File: src/rtl/mem_port_arbiter.sv
// Arbitrates the MIPS core's single-port unified memory between instruction fetch and load/store.
// Data requests win by default; a streak counter bounds how long a waiting fetch can be starved.
module mem_port_arbiter #(
  parameter int AW           = 32,
  parameter int DW           = 32,
  parameter int MAX_D_STREAK = 4
) (
  input  logic            clk,
  input  logic            reset,
  input  logic            if_req,
  input  logic [AW-1:0]   if_addr,
  output logic            if_ack,
  output logic [DW-1:0]   if_rdata,
  input  logic            d_req,
  input  logic            d_we,
  input  logic [DW/8-1:0] d_be,
  input  logic [AW-1:0]   d_addr,
  input  logic [DW-1:0]   d_wdata,
  output logic            d_ack,
  output logic [DW-1:0]   d_rdata,
  output logic            mem_req,
  output logic            mem_we,
  output logic [DW/8-1:0] mem_be,
  output logic [AW-1:0]   mem_addr,
  output logic [DW-1:0]   mem_wdata,
  input  logic [DW-1:0]   mem_rdata,
  input  logic            mem_ready
);
  localparam int BW = DW / 8;
  localparam logic [1:0] IDLE    = 2'd0;
  localparam logic [1:0] IF_BUSY = 2'd1;
  localparam logic [1:0] D_BUSY  = 2'd2;
  localparam logic [3:0] MAXS    = 4'(MAX_D_STREAK);

  typedef struct packed {
    logic          we;
    logic [BW-1:0] be;
    logic [AW-1:0] addr;
    logic [DW-1:0] wdata;
  } acc_t;

  logic [1:0] state;
  logic [3:0] streak;
  logic       req_q;
  acc_t       acc;
  logic       d_win;

  // streak only reaches MAXS while a fetch waits, so it cannot overflow
  assign d_win = d_req && (!if_req || (streak < MAXS));

  always_ff @(posedge clk or negedge reset) begin
    if (!reset) begin
      state  <= IDLE;
      streak <= '0;
      req_q  <= 1'b0;
      acc    <= '0;
    end else begin
      case (state)
        IDLE: begin
          if (d_win) begin
            acc    <= '{we: d_we, be: d_be, addr: d_addr, wdata: d_wdata};
            req_q  <= 1'b1;
            state  <= D_BUSY;
            streak <= if_req ? streak + 4'd1 : 4'd0;
          end else if (if_req) begin
            acc.we   <= 1'b0;
            acc.be   <= '1;
            acc.addr <= if_addr;
            req_q    <= 1'b1;
            state    <= IF_BUSY;
            streak   <= '0;
          end
        end
        default: begin
          // address/data/byte-enables keep their last value once the access retires
          if (mem_ready) begin
            req_q  <= 1'b0;
            acc.we <= 1'b0;
            state  <= IDLE;
          end
        end
      endcase
    end
  end

  assign mem_req   = req_q;
  assign mem_we    = acc.we;
  assign mem_be    = acc.be;
  assign mem_addr  = acc.addr;
  assign mem_wdata = acc.wdata;

  assign if_ack   = (state == IF_BUSY) && mem_ready;
  assign d_ack    = (state == D_BUSY) && mem_ready;
  assign if_rdata = if_ack ? mem_rdata : '0;
  assign d_rdata  = d_ack ? mem_rdata : '0;
endmodule
File: config.mk
export PLATFORM = sky130hd
export DESIGN_NAME = mem_port_arbiter
export DESIGN_NICKNAME = d
export VERILOG_FILES = /design/src/rtl/mem_port_arbiter.sv
export SDC_FILE = /design/constraint.sdc
export NUM_CORES = 1
export LEC_CHECK = 0
export ABC_AREA = 1
export BUFFER_PORTS_ARGS = -buffer_cell sky130_fd_sc_hd__buf_2
export CELL_PAD_IN_SITES_DETAIL_PLACEMENT = 1
export CELL_PAD_IN_SITES_GLOBAL_PLACEMENT = 1
export CORE_AREA = 2 2 120 134
export CTS_CLUSTER_DIAMETER = 40
export DETAILED_ROUTE_END_ITERATION = 8
export DIE_AREA = 0 0 122 136
export PLACE_DENSITY = 0.77
export SKIP_CTS_REPAIR_TIMING = 1
export SLEW_MARGIN = 20
export SYNTH_ARGS = -nofsm -noshare
export SYNTH_HDL_FRONTEND = slang
export SYNTH_SLANG_ARGS = --single-unit
File: constraint.sdc
create_clock -name clk -period 1.6 [get_ports clk]
set_input_delay 0.08 -clock clk [delete_from_list [all_inputs] [get_ports clk]]
set_output_delay 0.08 -clock clk [all_outputs]
set_load 0.05 [all_outputs]
==> results.md <==
- Synth area leaders: dfrtp_1, nand2_1, nand3_1
- Largest family of logic cells by synthesized area: simple AND/OR/NAND/NOR gates
- Number of routed nets with antenna violations: 0
- All-Layer GR Usage: 0.183
- Width of the die: 122 um
- Sequential element share of the synthesized area: 0.471
- GRT overflow: 0
- Row cnt: 48
- H-tree depth: 3
- Clock Tree Root: clkbuf_16
- FF-to-FF End: mem_wdata[8]
- Worst path arrival time: 1.70 ns
- Vias per std cell: 4.42
- Diode count: 0
- Drt first-iter violations: 197
- Initial Utilization: 0.264
- CP max FO: 10
- Mux share of post-synthesis cell area: 0
- Syn Area/Cell: 6.95 sq um
- Max-cap violations: 0
- Synth top area share: 0.471
- Switching power: 7890 uW
- Netlist Area Pre-Place: 4040 sq um
- Top-count cell post-synth: nand2_1
- CTS max path bufs: 2
- Core area: 15300 sq um
- Final period util: 1.11
- Cells on worst reg2reg path: 7
- Fin. max-slew vios: 0
- Crit. Startpoint: state[0]
- CP endpoint kind: primary output
- Compound-gate portion of the synthesized area: 0.0136
- Finish-stage setup viols: 56
- Slew @ Worst Pin: 0.353 ns
- Setup CP Type: reg2out
- Initial antenna violation count: 0
- FF+latch count, synth: 76
- Vias in the first global route: 4757
- R2r startpoint: state[1]
- Share of layout cells above drive strength 1: 0.452
- Full die area: 16600 sq um
- Pleak: 0.00405 uW
- Comb pwr share: 0.610
- Die height: 136 um
- Placed Area: 6250 sq um
- TritonCTS Buffers: 9
- # IOs: 274
- Fill count: 1940
- Synth Area in XOR/XNOR: 0
- PD cells: 2020 nW/um^2
- Detailed-route DRC error count: 0
- Total Nets Final: 1018
- CP Capture Point: d_rdata[3]
- Hold Worst Slack: -0.0284 ns
- Drt wl/cell: 15.2 um
- Post-Synth Adder-Cell Area: 0.00310
- Main flop type after synthesis: dfrtp_1
- Min-Delay Path Class: in2reg
- Worst Hold Launch: d_wdata[30]
- Setup slack, reg-to-reg: 0.11 ns
- CTS tree: done
- Peak supply drop: 0.755 mV
- Setup slack after layout: -0.182 ns
- Place WS: 0.138 ns
- Clk sinks: 76
- IO buf count: 273
- FMAX: 561 MHz
- Largest area contributor in the netlist: dfrtp_1
- Sequential share of power: 0.230
- DRT Pass-1 Iters: 4
- Synth Area in Simple Gates: 0.369
- Final WL: 16500 um
- Sw Ratio: 0.548
- Global-route wire length before repair: 24000 um
- Worst-skew pair later-pin latency: 0.33 ns
- Final Cell Area: 7130 sq um
- P_int: 6490 uW
- Slew margin rel.: 0.764
- Final GP Congestion: 0.726
- Syn Inst Count: 581
- Hold Fails Final Rpt: 6
- Final HPWL DP: 11900 um
- RSZ-0062 raised after global routing: true
- Worst setup SP type: register
- Failing checks: hold timing, setup timing
- Clk slew on worst S/H paths: 0.07 ns
- Synthesized Nets: 720
- Post-synth EDFFs: 0
- Clk pwr share: 0.160
- Post-synth top cells: nand2_1, inv_1, nand3_1
- Area grow syn2layout: 76.6%
- Synth unique cells: 20
- Run status: complete, but fails checks
- Largest net degree at the start of global routing: 42
- Min Clock Period, post-route: 1.78 ns
- Via count of the routed design: 4793
- CP required: 1.52 ns
- Clk_skew: 0.00628 ns
- Synth warn: 0
- Asr flop ratio synth: 1.00
[cell families after synthesis]
group | after synthesis
AO/OA/AOI/OAI | 10
flip-flops | 76
AND/OR/NAND/NOR | 353
buffers and inverters | 141
adder cells (fa/ha/maj) | 1
[power by group through the flow]
stage               logic [uW]  registers, uW  clock network (uW)
finish                    8770           3310                2300
global route              9330           3420                2440
CTS                       8420           3320                2360
detailed placement        8400           3330                   0
global placement          8280           3310                   0
floorplan                 3300           6290                   0
[metrics by stage]
step / total power [uW] / cells / setup TNS (ns) / util
5_1_grt: 15200 / 1084 / -11.81 / 0.466
2_1_floorplan: 9590 / 581 / -4.06 / -
3_3_place_gp: 11600 / 1046 / 0 / 0.408
4_1_cts: 14100 / 1062 / -10.59 / 0.430
3_5_place_dp: 11700 / 1046 / 0 / 0.408
6_report: 14400 / 1084 / -7.07 / 0.466
[layout make-up]
class	instances	area (sq um)	share of cell area
Clock buffer	9	225	0.0316
Clock inverter	7	105	0.0147
Inverter	107	414	0.0580
Multi-Input combinational cell	364	2030	0.284
Sequential cell	76	1900	0.267
Tap cell	200	250	0.0351
Timing Repair Buffer	321	2210	0.309
[per-layer routing]
metal	vias to the layer above	wire length, um	track usage
li1	2341	-	-
met1	2263	6300	0.201
met3	12	1240	0.0554
met5	-	0	0
met2	177	8750	0.340
met4	0	189	0.0517
[cell usage in the layout, fill, tap and decap left out]
cell type	n
inv_4	1
buf_4	45
bufinv_16	2
dlygate4sd3_1	19
nand2_1	167
buf_12	9
o21ai_1	2
dfrtp_2	2
o21ai_2	1
clkinvlp_4	1
nor3_4	2
inv_2	4
nor2_2	6
ha_1	1
a21oi_1	4
inv_8	1
buf_2	207
inv_1	100
dfrtp_1	74
clkinv_4	1
inv_6	4
buf_6	41
nor2_1	14
o22ai_1	1
clkbuf_16	9
nand3_1	99
nand4_1	1
o21ai_0	2
nand2_2	2
nor2_4	62
[state kept, by name (all words and copies together), names as in the netlist]
signal / flops
mem_we: 1
mem_req: 1
mem_addr: 32
mem_wdata: 32
state: 2
mem_be: 4
streak: 4
[worst min path at each step]
stage / endpoint / slack, ns / cells past startpoint
floorplan: mem_addr[0] / -0.22 / 0
global placement: mem_wdata[5] / -0.05 / 1
detailed placement: mem_wdata[28] / -0.05 / 1
CTS: mem_wdata[28] / -0.41 / 1
global route: mem_wdata[30] / 0.0006 / 3
finish: mem_wdata[30] / -0.03 / 3
[critical path: stages (launching register included)]
cell and delay, ns:
dfrtp_2 0.45, buf_12 0.14, nor3_4 0.20, inv_6 0.13, buf_12 0.18, nor2_4 0.09
buf_6 0.16
Power figures use the tool's default switching activity.
